[config.mk]
export PLATFORM = sky130hd
export DESIGN_NAME = fifo_word_packer_flat
export DESIGN_NICKNAME = d
export VERILOG_FILES = /design/src/rtl/fifo_word_packer_if.sv /design/src/rtl/fifo_word_packer.sv /design/src/flat_wrapper.sv
export SDC_FILE = /design/constraint.sdc
export NUM_CORES = 1
export LEC_CHECK = 0
export CELL_PAD_IN_SITES_DETAIL_PLACEMENT = 0
export CELL_PAD_IN_SITES_GLOBAL_PLACEMENT = 2
export CORE_MARGIN = 10
export CORE_UTILIZATION = 35
export DETAILED_ROUTE_END_ITERATION = 10
export PLACE_DENSITY_LB_ADDON = 0.15
export RECOVER_POWER = 50
export SYNTH_ARGS = -nofsm -noshare
export SYNTH_HDL_FRONTEND = slang
export SYNTH_SLANG_ARGS = --single-unit
[constraint.sdc]
create_clock -name clk -period 3.3 [get_ports clk]
set_clock_uncertainty 0.05 [all_clocks]
set_input_delay 0.495 -clock clk [delete_from_list [all_inputs] [get_ports clk]]
set_output_delay 0.495 -clock clk [all_outputs]
set_load 0.02 [all_outputs]
[src/rtl/fifo_word_packer_if.sv]
// Bundle between the word packer, the read side of the byte FIFO and the
// downstream valid/ready word stream. master = packer, slave = its environment.
interface fifo_word_packer_if #(
    parameter int unsigned IN_WIDTH = 8,
    parameter int unsigned RATIO    = 4
);
    localparam int unsigned OUT_WIDTH = IN_WIDTH * RATIO;

    logic                 fifo_empty;
    logic                 fifo_rd_en;
    logic [IN_WIDTH-1:0]  fifo_dout;
    logic                 flush;
    logic                 m_valid;
    logic                 m_ready;
    logic [OUT_WIDTH-1:0] m_data;
    logic [RATIO-1:0]     m_keep;
    logic                 busy;

    modport master (
        input  fifo_empty, fifo_dout, flush, m_ready,
        output fifo_rd_en, m_valid, m_data, m_keep, busy
    );

    modport slave (
        output fifo_empty, fifo_dout, flush, m_ready,
        input  fifo_rd_en, m_valid, m_data, m_keep, busy
    );
endinterface

[src/rtl/fifo_word_packer.sv]
// Pops entries from a one-cycle-latency FIFO and packs RATIO of them little-endian
// into one output word on a valid/ready stream; flush emits a partial word with keep.
module fifo_word_packer #(
    parameter int unsigned IN_WIDTH = 8,
    parameter int unsigned RATIO    = 4
) (
    input  logic               clk,
    input  logic               reset,
    fifo_word_packer_if.master bus
);
    localparam int unsigned OUT_WIDTH = IN_WIDTH * RATIO;
    localparam int unsigned IDX_W     = $clog2(RATIO);
    localparam int unsigned CNT_W     = IDX_W + 1;

    logic [RATIO-1:0][IN_WIDTH-1:0] lanes_q, lanes_n;
    logic [CNT_W-1:0]               lane_cnt_q, lane_cnt_n;
    logic [CNT_W-1:0]               cnt_inc;
    logic                           pending_q;
    logic                           flush_req_q, flush_req_n;
    logic                           m_valid_q, m_valid_n;
    logic [OUT_WIDTH-1:0]           m_data_q, m_data_n;
    logic [RATIO-1:0]               m_keep_q, m_keep_n;
    logic [RATIO-1:0]               cnt_keep;
    logic                           busy_q, busy_n;
    logic                           rd_en_c;
    logic                           out_free_c;
    logic                           emit_c;

    // Pop only while assembly has room for the pop plus any one already in flight.
    assign rd_en_c = !reset && !bus.fifo_empty && !flush_req_q
                   && ((lane_cnt_q + CNT_W'(pending_q)) < CNT_W'(RATIO));

    assign out_free_c = !m_valid_q || bus.m_ready;

    // Move assembly to output: a held full word, or a partial word on flush service.
    assign emit_c = !pending_q && out_free_c
                  && ((lane_cnt_q == CNT_W'(RATIO)) || (flush_req_q && (lane_cnt_q != '0)));

    always_comb begin
        cnt_keep = '0;
        for (int k = 0; k < int'(RATIO); k++) begin
            cnt_keep[k] = (CNT_W'(k) < lane_cnt_q);
        end
    end

    always_comb begin
        lanes_n     = lanes_q;
        lane_cnt_n  = lane_cnt_q;
        flush_req_n = flush_req_q;
        m_valid_n   = m_valid_q && !bus.m_ready;
        m_data_n    = m_data_q;
        m_keep_n    = m_keep_q;
        cnt_inc     = lane_cnt_q + CNT_W'(1);

        if (pending_q) begin
            lanes_n[lane_cnt_q[IDX_W-1:0]] = bus.fifo_dout;
            if ((cnt_inc == CNT_W'(RATIO)) && out_free_c) begin
                m_valid_n  = 1'b1;
                m_data_n   = lanes_n;
                m_keep_n   = '1;
                lanes_n    = '0;
                lane_cnt_n = '0;
            end else begin
                lane_cnt_n = cnt_inc;
            end
        end else if (emit_c) begin
            m_valid_n  = 1'b1;
            m_data_n   = lanes_q;
            m_keep_n   = cnt_keep;
            lanes_n    = '0;
            lane_cnt_n = '0;
        end

        // Service clears the request; a pulse landing on a pending request is absorbed.
        if (flush_req_q && !pending_q && out_free_c) begin
            flush_req_n = 1'b0;
        end else if (bus.flush) begin
            flush_req_n = 1'b1;
        end

        busy_n = (lane_cnt_n != '0) || rd_en_c || flush_req_n;
    end

    always_ff @(posedge clk or posedge reset) begin
        if (reset) begin
            lanes_q     <= '0;
            lane_cnt_q  <= '0;
            pending_q   <= 1'b0;
            flush_req_q <= 1'b0;
            m_valid_q   <= 1'b0;
            m_data_q    <= '0;
            m_keep_q    <= '0;
            busy_q      <= 1'b0;
        end else begin
            lanes_q     <= lanes_n;
            lane_cnt_q  <= lane_cnt_n;
            pending_q   <= rd_en_c;
            flush_req_q <= flush_req_n;
            m_valid_q   <= m_valid_n;
            m_data_q    <= m_data_n;
            m_keep_q    <= m_keep_n;
            busy_q      <= busy_n;
        end
    end

    assign bus.fifo_rd_en = rd_en_c;
    assign bus.m_valid    = m_valid_q;
    assign bus.m_data     = m_data_q;
    assign bus.m_keep     = m_keep_q;
    assign bus.busy       = busy_q;
endmodule

[src/flat_wrapper.sv]
// flat-port wrapper written by rule: the top's interface ports become plain ports
module fifo_word_packer_flat 
#(
    parameter int unsigned IN_WIDTH = 8,
    parameter int unsigned RATIO    = 4
)
  (clk, reset, bus_fifo_empty, bus_fifo_dout, bus_flush, bus_m_ready, bus_fifo_rd_en, bus_m_valid, bus_m_data, bus_m_keep, bus_busy);
  fifo_word_packer_if #(.IN_WIDTH(IN_WIDTH), .RATIO(RATIO)) bus_i ();
  input  logic clk;
  input  logic reset;
  input wire logic [$bits(bus_i.fifo_empty)-1:0] bus_fifo_empty;
  input wire logic [$bits(bus_i.fifo_dout)-1:0] bus_fifo_dout;
  input wire logic [$bits(bus_i.flush)-1:0] bus_flush;
  input wire logic [$bits(bus_i.m_ready)-1:0] bus_m_ready;
  output wire logic [$bits(bus_i.fifo_rd_en)-1:0] bus_fifo_rd_en;
  output wire logic [$bits(bus_i.m_valid)-1:0] bus_m_valid;
  output wire logic [$bits(bus_i.m_data)-1:0] bus_m_data;
  output wire logic [$bits(bus_i.m_keep)-1:0] bus_m_keep;
  output wire logic [$bits(bus_i.busy)-1:0] bus_busy;
  assign bus_i.fifo_empty = bus_fifo_empty;
  assign bus_i.fifo_dout = bus_fifo_dout;
  assign bus_i.flush = bus_flush;
  assign bus_i.m_ready = bus_m_ready;
  assign bus_fifo_rd_en = bus_i.fifo_rd_en;
  assign bus_m_valid = bus_i.m_valid;
  assign bus_m_data = bus_i.m_data;
  assign bus_m_keep = bus_i.m_keep;
  assign bus_busy = bus_i.busy;
  fifo_word_packer #(.IN_WIDTH(IN_WIDTH), .RATIO(RATIO)) u_core (.clk(clk), .reset(reset), .bus(bus_i));
endmodule
=== Word-level counts from Yosys, hierarchy flattened ===
Cells that the tools add are included.

* Logic and storage cells: 68
* Bits in registers: 75
* Output and inout bits: 39
* Input bits: 13

* Magnitude comparators: 7
* Eq/ne operators: 3
* $add $sub $neg: 2
* Muxes and demuxes: 20
* Reduce and logical (&&, ||, !) cells: 25

{| class="wikitable"
|+ Operator list
! operator !! count
|-
| $mux 32 || 6
|-
| $bwmux 32 || 1
|-
| $demux 8 s2 || 1
|-
| $mux 4 || 3
|-
| $logic_and 1x1->1 || 11
|-
| $mux 3 || 3
|-
| $mux 8 || 1
|-
| $eq 3x3->1 const B || 2
|-
| $logic_not 1->1 || 6
|-
| $lt 1x3->1 const A || 2
|-
| $lt 2x3->1 const A || 2
|-
| $reduce_bool 3->1 || 2
|-
| $mux 1 || 5
|-
| $logic_or 1x1->1 || 4
|-
| $add 3x1->3 || 1
|-
| $add 3x1->3 const B || 1
|-
| $lt 2x3->1 const B || 1
|-
| $lt 3x3->1 const B || 1
|-
| $ge 2x1->1 const B || 1
|-
| $ne 2x2->1 const B || 1
|-
| $reduce_and 2->1 || 1
|-
| $reduce_bool 2->1 || 1
|}

=== Depth between registers and ports, before layout ===
Gate-level depths: netlist of the first run.

* Depth in word-level cells: 9
* Gate-level depth with buffers: 8
* Gate-level depth less buffers: 6

=== Worst setup path before layout of the first run ===
No wires, ideal clock.

* Path kind: register to register
* From: reg u_core.lane_cnt_q[0]
* To: reg u_core.busy_q, in the netlist u_core.bus.busy
* Data required time: 3.111 ns
* Setup slack: 1.434 ns
* Clock period less this slack: 1.866 ns
* Buffers on the path: 0
* Setup time: 0.139 ns
* Arrival time: 1.678 ns
* Cell stages (with the launch flop): 7
* Path through: dfrtp_1 -> ha_1 -> ha_1 -> inv_1 -> o21ai_2 -> o32ai_1 -> or4_1

* Cells in the longest elaborated chain, start to end: 9
* Elaborated cells on any way between the ends: 17
* Those cells by class: add/sub (2); order compare (1); eq/ne (2); mux (3); reduce/logical (9)

{| class="wikitable"
|+ RTL lines
! item !! line !! text
|-
| start: declaration || fifo_word_packer.sv:16 || <nowiki>logic [CNT_W-1:0] lane_cnt_q, lane_cnt_n;</nowiki>
|-
| start signal: assignment || fifo_word_packer.sv:96 || <nowiki>lane_cnt_q <= lane_cnt_n;</nowiki>
|-
| parallel branches: the longest is 5 deep, another holds $add 3x1->3 || n/a ||
|-
| $mux 3 * || fifo_word_packer.sv:55 || <nowiki>if (pending_q) begin</nowiki>
|-
| via u_core.lane_cnt_n[2] || fifo_word_packer.sv:16 ||
|-
| $reduce_bool 3->1 * || fifo_word_packer.sv:81 || <nowiki>busy_n = (lane_cnt_n != '0) || rd_en_c || flush_req_n;</nowiki>
|-
| $logic_or 1x1->1 * (2 in a row) || fifo_word_packer.sv:81 ||
|-
| via u_core.busy_n || fifo_word_packer.sv:24 || <nowiki>logic busy_q, busy_n;</nowiki>
|-
| end signal: assignment || fifo_word_packer.sv:102 || <nowiki>busy_q <= busy_n;</nowiki>
|-
| end: declaration || fifo_word_packer.sv:24 ||
|}

Mark *: on every way through the listed nets, which the timed path passes.
A chain may end at the register's enable or synchronous reset.

=== Final worst setup path of the first run ===
* From: in reset
* To: out bus_fifo_rd_en

* Cells in the longest elaborated chain, start to end: 4

{| class="wikitable"
|+ RTL lines
! item !! line !! text
|-
| start: declaration || flat_wrapper.sv:10 || <nowiki>input logic reset;</nowiki>
|-
| $logic_not 1->1 (no source line) || n/a ||
|-
| $logic_and 1x1->1 (2 in a row) || fifo_word_packer.sv:30 || <nowiki>assign rd_en_c = !reset && !bus.fifo_empty && !flush_req_q</nowiki>
|-
| $logic_and 1x1->1 || fifo_word_packer.sv:31 || <nowiki>&& ((lane_cnt_q + CNT_W'(pending_q)) < CNT_W'(RATIO));</nowiki>
|-
| end: declaration || flat_wrapper.sv:15 || <nowiki>output wire logic [$bits(bus_i.fifo_rd_en)-1:0] bus_fifo_rd_en;</nowiki>
|}

No other way between the ends.

==> metrics.txt, run 1 <==
die area=0.01342 mm2; 1st-pass router iterations=4; Cell Area, Synth=0.003214 mm2; number of routed nets with antenna violations=0; number of antenna violations at the first check in global routing=0; # port buffers=between 50 and 60; average instance area after synthesis=~11 um2; kind of end point of the critical path=output port; effective utilization at floorplan=0.3633; worst ir drop on vdd=roughly 300 uV; H-Tree Depth=3; placement-stage worst setup slack=between 0.7 and 0.8 ns; setup repair after global routing missed its margin=false; crit path launch type=input pin; flip-flop and latch count after synthesis=75; number of flops mapped to enable cells by yosys=0; area fraction in and, or, nand and nor cells after synthesis=0.07785; Sinks on Clock Net=75; number of DRC markers in iteration 0=79; total via count in the routed design=about 2200; pins over their slew limit=40; global-route wire length before repair=12990 um; path type of the worst min-delay path=reg2reg; Synth Warn #=0; top-level I/O count=52; most common cell after layout, fill and taps aside=sky130_fd_sc_hd__dfrtp_1; CP required=approximately 2.8 ns; Met1 Wirelength=just under 4000 um; number of filler instances in the final layout=between 800 and 900; prevailing post-synth register cell=sky130_fd_sc_hd__dfrtp_1; clock latency at the later pin of the worst-skew pair=~0.34 ns; series of cell instances along the critical path=dlygate4sd3_1, nor3_1, o21ai_0, a21oi_1, clkdlybuf4s50_1; top routing layer in use=met4; Bufs and invs on worst path=2; Worst Setup Path Type=in2out; outcome=finished, violations left; routability congestion estimate=about 0.77; Worst Slack Setup Final=between 0.5 and 0.6 ns; average wire length per cell after detail routing=around 18 um; antenna diode instance count=0; Hold-fix buffers, CTS=0; Inserted Clock Buffers=9; vias in the first global route=around 2300; Congestion Overflow GR=0; buffer levels on the longest clock path=2; arrival time of data at the critical path endpoint=2.16 ns; async set or reset register ratio after synthesis=1.000; number of max-cap violations=1; share of cell area taken by muxes after synthesis=0.1059; core footprint=between 0.008 and 0.009 mm2; slew at the pin closest to its max-slew limit=about 1.5 ns; violations in the final reports=max-capacitance violations, max-slew violations; TritonCTS clock tree=done; vias per cell=roughly 5; adder and majority gate portion of the synthesized area=0.01946; HPWL Detailed=approximately 5400 um; sequential cell area fraction in the yosys report=0.5839; clock slew at reported path FFs=0.08 ns; combinational family with the most area after synthesis=compound AO/OA/AOI/OAI gates; layout overhead on the synthesized area=26.90%; xor/xnor share of the synthesized area=0.002725; setup TNS=0 ns; buffers inserted by post-CTS timing repair=0; portion of the clock cycle consumed by the worst path in the final layout=0.8195; upper clock frequency limit=about 370 MHz; final count of negative-setup-slack endpoints=0; Compound-Gate Fraction of Synth Area=0.1717; minimum clock period after layout=2.704 ns; worst relative slew slack=-0.02481; post-synthesis instance total=284; number of different library cells in the post-synthesis netlist=30; met3 WL post-DR=389 um; biggest cell delay along the critical path=around 0.65 ns; post-synth net total=302; Hold Vio Cnt, Final=0; P per Cell Area=roughly 870 mW/mm2; detailed-route DRC error count=0; total routed wirelength=roughly 8000 um; standard-cell row count=34; # resized after CTS=0; largest net degree at the start of global routing=41; wire length on met2=between 3000 and 4000 um; clock root cell=sky130_fd_sc_hd__clkbuf_8; CP max FO=3; Die Ht=about 120 um; commonest cells after routing, fill and taps aside=75 x sky130_fd_sc_hd__dfrtp_1, 39 x sky130_fd_sc_hd__nand2_1, 36 x sky130_fd_sc_hd__clkdlybuf4s50_1; Largest delay share family, worst path=buffers and inverters; leakage dissipation=0.002036 uW; share of post-route cells with drive strength above 1=0.06287; Net count, final=roughly 350; Die Wd=approximately 120 um; Global Route Usage Sum=0.1257; Critical-path top delay cell=sky130_fd_sc_hd__clkdlybuf4s50_1
state kept, by name, indices dropped and copies added (netlist names):
name and cells:
u_core.lanes_q 32, u_core.pending_q 1, u_core.lane_cnt_q 3, u_core.bus.m_data 32
u_core.bus.busy 1, u_core.bus.m_keep 4, u_core.bus.m_valid 1, u_core.flush_req_q 1
through the flow:
| stage | util | area [um2] | hold WS, ns | std cells | power (uW) |
|---|---|---|---|---|---|
| floorplan | - | 3214 | 0.4158 | 284 | 2128 |
| global placement | 0.4310 | 3814 | 0.4103 | 426 | 2648 |
| detailed placement | 0.4310 | 3814 | 0.4200 | 426 | 2657 |
| CTS | 0.4620 | 4088 | 0.4387 | 442 | 3618 |
| global route | 0.4610 | 4079 | 0.4569 | 442 | 3798 |
| finish | 0.4610 | 4079 | 0.4267 | 442 | 3537 |
synth_stat cells (2+ instances only):
master,number,area share
sky130_fd_sc_hd__o21ai_0,23,0.036
sky130_fd_sc_hd__o22ai_1,4,0.0078
sky130_fd_sc_hd__mux2i_1,34,0.11
sky130_fd_sc_hd__a22o_1,32,0.087
sky130_fd_sc_hd__clkbuf_1,5,0.0058
sky130_fd_sc_hd__buf_2,3,0.0047
sky130_fd_sc_hd__inv_1,9,0.011
sky130_fd_sc_hd__nor3_1,2,0.0031
sky130_fd_sc_hd__nor2b_1,3,0.0058
sky130_fd_sc_hd__ha_1,5,0.019
sky130_fd_sc_hd__nor2_1,6,0.0070
sky130_fd_sc_hd__o21ai_1,10,0.016
sky130_fd_sc_hd__dfrtp_1,75,0.58
sky130_fd_sc_hd__nand2_1,39,0.046
sky130_fd_sc_hd__a21oi_1,5,0.0078
sky130_fd_sc_hd__and2_1,4,0.0078
sky130_fd_sc_hd__buf_1,12,0.014
routing by layer:
| metal | up-vias | global-route usage |
|---|---|---|
| met5 | - | 0 |
| met4 | 0 | 0.05505 |
| met3 | 10 | 0.03307 |
| met2 | 40 | 0.1801 |
| met1 | 1092 | 0.1740 |
| li1 | 1091 | - |
kinds of logic after synthesis:
logic type | count (synthesis)
and+or+nand+nor | 58
xor gates and xnor gates | 1
AOI/OAI and AO/OA | 81
muxes | 34
buffers and inverters | 30
adders and majority gates | 5
DFF | 75
worst paths after layout:
| kind | from | endpoint | slack, ns | depth (start not counted) |
|---|---|---|---|---|
| max in group asynchronous | reset | u_core.lanes_q[4]$_DFFE_PP0P_ | 0.92 | 3 |
| worst min-delay path | u_core.bus.m_data[22]$_DFFE_PP0P_ | u_core.bus.m_data[22]$_DFFE_PP0P_ | 0.43 | 2 |
| worst max-delay path | reset | bus_fifo_rd_en | 0.60 | 5 |
| min in group asynchronous | reset | u_core.bus.m_keep[3]$_DFFE_PP0P_ | 1.03 | 2 |
| worst min register to register | u_core.bus.m_data[22]$_DFFE_PP0P_ | u_core.bus.m_data[22]$_DFFE_PP0P_ | 0.43 | 2 |
| worst max register to register | u_core.lane_cnt_q[0]$_DFF_PP0_ | u_core.bus.busy$_DFF_PP0_ | 0.81 | 6 |
worst min-delay path, delay by kind of cell, from the launching register on:
kind            cells  cell delay (ns)
simple gates        1             0.04
compound gates      1             0.05
flops               1             0.34
where the power goes:
group          switching [uW]  internal, uW  leakage, uW
Clock                     347           601     0.000133
Combinational             724           531     0.000893
Sequential                157          1180      0.00101
layout make-up:
cell class	count	area, um2	area share
inverters	9	33.78	0.008282
clock buffers	10	137.6	0.03374
multi-input cells	179	1211	0.2969
clock inverters	6	136.4	0.03344
flip-flops and latches	75	1877	0.4601
repair buffers	55	548.0	0.1344
well taps	108	135.1	0.03313
Power figures use the tool's default switching activity.
==> inputs of run 2 (changes only) <==
clock period = 2.8 ns   (was 3.3 ns; I/O delays follow)
==> metrics.txt, run 2 (same netlist as run 1, synthesis figures left out) <==
outcome=finished, violations left; violations in the final reports=max-capacitance violations, max-slew violations; upper clock frequency limit=between 400 and 500 MHz; die area=0.01342 mm2 (unchanged); clock root cell=sky130_fd_sc_hd__clkbuf_8; CP max FO=3 (unchanged); series of cell instances along the critical path=clkdlybuf4s50_1, nor3_1, o21ai_0, a21oi_1, clkdlybuf4s50_1; placement-stage worst setup slack=0.3312 ns (-0.3795 ns); crit path launch type=input pin; P per Cell Area=992.4 mW/mm2 (+14%); Congestion Overflow GR=0 (unchanged); most common cell type on the critical path=sky130_fd_sc_hd__clkdlybuf4s50_1; setup repair after global routing missed its margin=false; Worst Setup Path Type=in2out; 1st-pass router iterations=5 (+1); slew at the pin closest to its max-slew limit=1.895 ns (+0.3591 ns); Bufs and invs on worst path=2 (unchanged); Worst Hold Depth=2 (unchanged); TritonCTS clock tree=done; commonest cells after routing, fill and taps aside=75 x sky130_fd_sc_hd__dfrtp_1, 39 x sky130_fd_sc_hd__nand2_1, 36 x sky130_fd_sc_hd__clkdlybuf4s50_1; top-level I/O count=52 (unchanged); Die Ht=115.8 um (unchanged); vias per cell=5.056 (about the same); startpoint of the most critical register-to-register path=u_core.lane_cnt_q[1]$_DFF_PP0_; detailed-route DRC error count=0 (unchanged); setup TNS=0 ns (unchanged); Die Wd=115.8 um (unchanged); clock latency at the later pin of the worst-skew pair=0.33 ns (about the same); buffer levels on the longest clock path=2 (unchanged); effective utilization at floorplan=0.3633 (unchanged); total routed wirelength=7794 um (-1.1%); number of max-cap violations=1 (unchanged); H-Tree Depth=3 (unchanged); core footprint=0.008848 mm2 (unchanged); leakage dissipation=0.002021 uW (-0.73%); most common cell after layout, fill and taps aside=sky130_fd_sc_hd__dfrtp_1; number of DRC markers in iteration 0=92 (+16%); Largest delay share family, worst path=buffers and inverters; routability congestion estimate=0.7061 (-7.7%); clock slew at reported path FFs=0.08 ns (about the same); buffers inserted by post-CTS timing repair=0 (unchanged); total via count in the routed design=2260 (+1.2%); number of antenna violations at the first check in global routing=0 (unchanged); CP required=2.33 ns (-0.42 ns); logic depth of the worst path, buffers included=5 (unchanged); Critical-path top delay cell=sky130_fd_sc_hd__clkdlybuf4s50_1; number of routed nets with antenna violations=0 (unchanged); Global Route Usage Sum=0.1210 (-0.004688); arrival time of data at the critical path endpoint=1.97 ns (-0.19 ns); Net count, final=352 (+1.4%); launch point of the worst path=reset; global-route wire length before repair=12890 um (-0.79%); standard-cell row count=34 (unchanged); Inserted Clock Buffers=9 (unchanged); final count of negative-setup-slack endpoints=0 (unchanged); path type of the worst min-delay path=reg2reg; # port buffers=51 (unchanged); kind of end point of the critical path=output port; Hold-fix buffers, CTS=0 (unchanged); Sinks on Clock Net=75 (unchanged); start point of the worst hold path=u_core.bus.m_data[5]$_DFFE_PP0P_; Worst Slack Setup Final=0.3552 ns (-0.2405 ns); average wire length per cell after detail routing=17.44 um (-2.2%); layout overhead on the synthesized area=26.43%; Hold Vio Cnt, Final=0 (unchanged); # resized after CTS=0 (unchanged); minimum clock period after layout=approximately 2.4 ns; antenna diode instance count=0 (unchanged); worst ir drop on vdd=317.4 uV (+5.0%); vias in the first global route=2332 (+2.5%); share of post-route cells with drive strength above 1=0.07670 (+0.01382); worst relative slew slack=-0.2631 (-0.2383); cells on worst reg2reg path=7 (+1); HPWL Detailed=5287 um (-1.8%); portion of the clock cycle consumed by the worst path in the final layout=0.8731; largest net degree at the start of global routing=76 (+85%); biggest cell delay along the critical path=0.64 ns (about the same); pins over their slew limit=76 (+90%)
[run 2: changes by cell type in the layout (fill, tap and decap cells not counted)]
cell / before / now
sky130_fd_sc_hd__buf_12: 1 / 0
sky130_fd_sc_hd__clkbuf_1: 0 / 1
sky130_fd_sc_hd__o21ai_0: 24 / 23
sky130_fd_sc_hd__o21ai_2: 0 / 1
sky130_fd_sc_hd__inv_1: 9 / 8
sky130_fd_sc_hd__clkinv_2: 0 / 1
sky130_fd_sc_hd__buf_4: 1 / 8
sky130_fd_sc_hd__clkbuf_8: 10 / 11
sky130_fd_sc_hd__bufinv_16: 4 / 2
sky130_fd_sc_hd__clkinv_4: 1 / 0
sky130_fd_sc_hd__clkbuf_2: 2 / 1
sky130_fd_sc_hd__clkinv_1: 0 / 1
[run 2: per-layer routing]
metal,vias up,track usage,part of all wire
met5,-,0,0
met4,0,0.03753,0.0060
met3,5,0.03307,0.054
met2,48,0.1741,0.45
met1,1107,0.1721,0.49
li1,1100,-,-
[run 2: per-stage QoR]
stage / power [uW] / std cells / utilization / hold slack [ns] / instance area (um2)
floorplan: 2508 / 284 / - / 0.4158 / 3214
global placement: 3159 / 431 / 0.4352 / 0.4102 / 3851
detailed placement: 3168 / 431 / 0.4352 / 0.4201 / 3851
CTS: 4125 / 447 / 0.4610 / 0.4374 / 4079
global route: 4322 / 447 / 0.4593 / 0.4498 / 4064
finish: 4033 / 447 / 0.4593 / 0.4242 / 4064
[run 2: layout make-up]
type                            instances  area (um2)
Timing Repair Buffer                   60       575.6
Sequential cell                        75        1877
Clock buffer                           12       155.1
Tap cell                              108       135.1
Clock inverter                          4       72.57
Fill cell                             870        4785
Multi-Input combinational cell        179        1215
Inverter                                9       33.78
[run 2: final timing paths]
check	end	slack [ns]
setup / recovery	bus_fifo_rd_en	0.36
hold / removal	u_core.bus.m_data[5]$_DFFE_PP0P_	0.42
setup reg to reg	u_core.bus.m_keep[1]$_DFFE_PP0P_	0.69
hold reg to reg	u_core.bus.m_data[5]$_DFFE_PP0P_	0.42
max in group asynchronous	u_core.lanes_q[25]$_DFFE_PP0P_	0.54
min in group asynchronous	u_core.bus.m_valid$_DFF_PP0_	1.05
[run 2: worst min-delay path: stages, from the launching register on]
cell and delay [ns]:
sky130_fd_sc_hd__dfrtp_1 0.34, sky130_fd_sc_hd__nand2_1 0.04, sky130_fd_sc_hd__o21ai_0 0.06
[run 2: power by group]
part	internal, uW	total (uW)	switching [uW]	leakage [uW]
Sequential	1390	1560	173	0.00101
Clock	550	954	404	0.000113
Combinational	652	1520	867	0.000898
==> inputs of run 3 (changes only) <==
CTS_CLUSTER_SIZE = 40   (was default)
MAX_ROUTING_LAYER = met4   (was default)
==> metrics.txt, run 3 (same netlist as run 1, synthesis figures left out) <==
outcome=finished, violations left; violations in the final reports=max-capacitance violations, max-slew violations; worst relative slew slack=-0.2605 (+0.002593); core footprint=0.008848 mm2 (unchanged); clock latency at the later pin of the worst-skew pair=0.33 ns (about the same); # port buffers=51 (unchanged); worst ir drop on vdd=318.5 uV (+0.37%); met3 Usage GRT=0.02636 (-0.006718); most common cell after layout, fill and taps aside=sky130_fd_sc_hd__dfrtp_1; number of max-cap violations=1 (unchanged); leakage dissipation=0.002025 uW (+0.23%); die area=0.01342 mm2 (unchanged); Hold-fix buffers, CTS=0 (unchanged); top-level I/O count=52 (unchanged); number of DRC markers in iteration 0=82 (-11%); kind of end point of the critical path=output port; largest net degree at the start of global routing=76 (unchanged); Hold Vio Cnt, Final=0 (unchanged); antenna diode instance count=0 (unchanged); most common cell type on the critical path=sky130_fd_sc_hd__clkdlybuf4s50_1; crit path launch type=input pin; buffer levels on the longest clock path=2 (unchanged); number of antenna violations at the first check in global routing=0 (unchanged); TritonCTS clock tree=done; Switching Fraction=0.3585 (+0.0004948); clock slew at reported path FFs=0.08 ns (about the same); upper clock frequency limit=407.3 MHz (-0.42%); relative contribution of combinational cells to total power=0.377 (about the same); detailed-route DRC error count=0 (unchanged); met1 demand-to-capacity share in global routing=0.1759 (+0.003769); share of post-route cells with drive strength above 1=0.07670 (unchanged); Sequential Area=0.001877 mm2 (unchanged); series of cell instances along the critical path=clkdlybuf4s50_1, nor3_1, o21ai_0, a21oi_1, clkdlybuf4s50_1; standard-cell row count=34 (unchanged); vias per cell=5.060 (about the same); number of routed nets with antenna violations=0 (unchanged); vias in the first global route=2330 (-0.086%); Net count, final=352 (unchanged); Sinks on Clock Net=75 (unchanged); 1st-pass router iterations=4 (-1); commonest cells after routing, fill and taps aside=75 x sky130_fd_sc_hd__dfrtp_1, 39 x sky130_fd_sc_hd__nand2_1, 36 x sky130_fd_sc_hd__clkdlybuf4s50_1; clock share of power=0.237 (about the same); routability congestion estimate=0.7140 (+1.1%); placement-stage worst setup slack=0.3312 ns (unchanged); Bufs and invs on worst path=2 (unchanged); clock root cell=sky130_fd_sc_hd__clkbuf_8; path type of the worst min-delay path=reg2reg; met2 track utilization from global routing=0.1744 (+0.0003792); overall power consumption=4038 uW (+0.13%); average wire length per cell after detail routing=17.51 um (+0.41%); setup TNS=0 ns (unchanged); Largest delay share family, worst path=buffers and inverters; Die Ht=115.8 um (unchanged); pins over their slew limit=76 (unchanged); portion of the clock cycle consumed by the worst path in the final layout=0.8768 (+0.003681); layout overhead on the synthesized area=26.43% (unchanged); arrival time of data at the critical path endpoint=1.99 ns (+0.02 ns); relative contribution of sequential cells to total power=0.387 (about the same); Global Route Usage Sum=0.1246 (+0.003648); worst slack on hold paths=0.4242 ns (-0.000001000 ns); total via count in the routed design=2262 (+0.088%); Congestion Overflow GR=0 (unchanged); buffers inserted by post-CTS timing repair=0 (unchanged); slew at the pin closest to its max-slew limit=1.891 ns (-0.003889 ns); CP max FO=3 (unchanged); total routed wirelength=7826 um (+0.41%); # resized after CTS=0 (unchanged); minimum clock period after layout=2.455 ns (+0.01031 ns); multi-input combinational cell area=0.001215 mm2 (unchanged); effective utilization at floorplan=0.3633 (unchanged); CP required=2.33 ns (about the same); Worst Setup Path Type=in2out; HPWL Detailed=5287 um (unchanged); setup repair after global routing missed its margin=false; Die Wd=115.8 um (unchanged); P per Cell Area=993.7 mW/mm2 (+0.13%); biggest cell delay along the critical path=0.64 ns (about the same); Worst Slack Setup Final=0.3449 ns (-0.01031 ns); layer carrying the most global-route usage=met1; final count of negative-setup-slack endpoints=0 (unchanged); cell internal pwr=2590 uW (about the same); global-route wire length before repair=12890 um (unchanged); H-Tree Depth=3 (unchanged); power spent charging and discharging nets=1448 uW (+0.27%); number of filler instances in the final layout=870 (unchanged); Critical-path top delay cell=sky130_fd_sc_hd__clkdlybuf4s50_1; Inserted Clock Buffers=9 (unchanged)
==> run 3: cell counts in the layout (fill, tap and decap cells not counted) <==
Identical to the previous run, type by type.
==> run 3: final cells by class <==
class | instances | share of cell area
repair buffers | 60 | 0.1416
well taps | 108 | 0.03325
clock buffers | 12 | 0.03818
inverters | 9 | 0.008313
flip-flops and latches | 75 | 0.4618
clock inverters | 4 | 0.01786
multi-input cells | 179 | 0.2990
==> run 3: worst min-delay path: cells and delay by family, from the launching register on <==
kind             cells  cell delay (ns)
flip-flops           1             0.34
AO/OA/AOI/OAI        1             0.06
AND/OR/NAND/NOR      1             0.04
==> run 3: through the flow <==
step,cell area (um2),util,instances
5_1_grt,4064,0.4593,447
3_3_place_gp,3851,0.4352,431
2_1_floorplan,3214,-,284
4_1_cts,4079,0.4610,447
6_report,4064,0.4593,447
3_5_place_dp,3851,0.4352,431
==> run 3: layer usage <==
layer,vias up,share of wire
li1,1102,-
met1,1108,0.50
met2,45,0.45
met3,7,0.039
met4,0,0.0083
met5,-,0
==> run 3: power by group through the flow <==
stage | Clock (uW) | Sequential [uW] | Combinational (uW)
2_1_floorplan | 0 | 1770 | 742
3_3_place_gp | 0 | 1580 | 1580
3_5_place_dp | 0 | 1590 | 1580
4_1_cts | 969 | 1570 | 1590
5_1_grt | 1020 | 1610 | 1690
6_report | 955 | 1560 | 1520
==> run 3: path summary, 6_finish.rpt <==
| path | from | to | slack, ns | cells after the start |
|---|---|---|---|---|
| worst max-delay path | reset | bus_fifo_rd_en | 0.34 | 5 |
| worst min-delay path | u_core.bus.m_data[5]$_DFFE_PP0P_ | u_core.bus.m_data[5]$_DFFE_PP0P_ | 0.42 | 2 |
| worst max register to register | u_core.lane_cnt_q[1]$_DFF_PP0_ | u_core.bus.m_keep[1]$_DFFE_PP0P_ | 0.69 | 7 |
| worst min register to register | u_core.bus.m_data[5]$_DFFE_PP0P_ | u_core.bus.m_data[5]$_DFFE_PP0P_ | 0.42 | 2 |
| max in group asynchronous | reset | u_core.lanes_q[24]$_DFFE_PP0P_ | 0.53 | 3 |
| min in group asynchronous | reset | u_core.flush_req_q$_DFF_PP0_ | 1.06 | 3 |
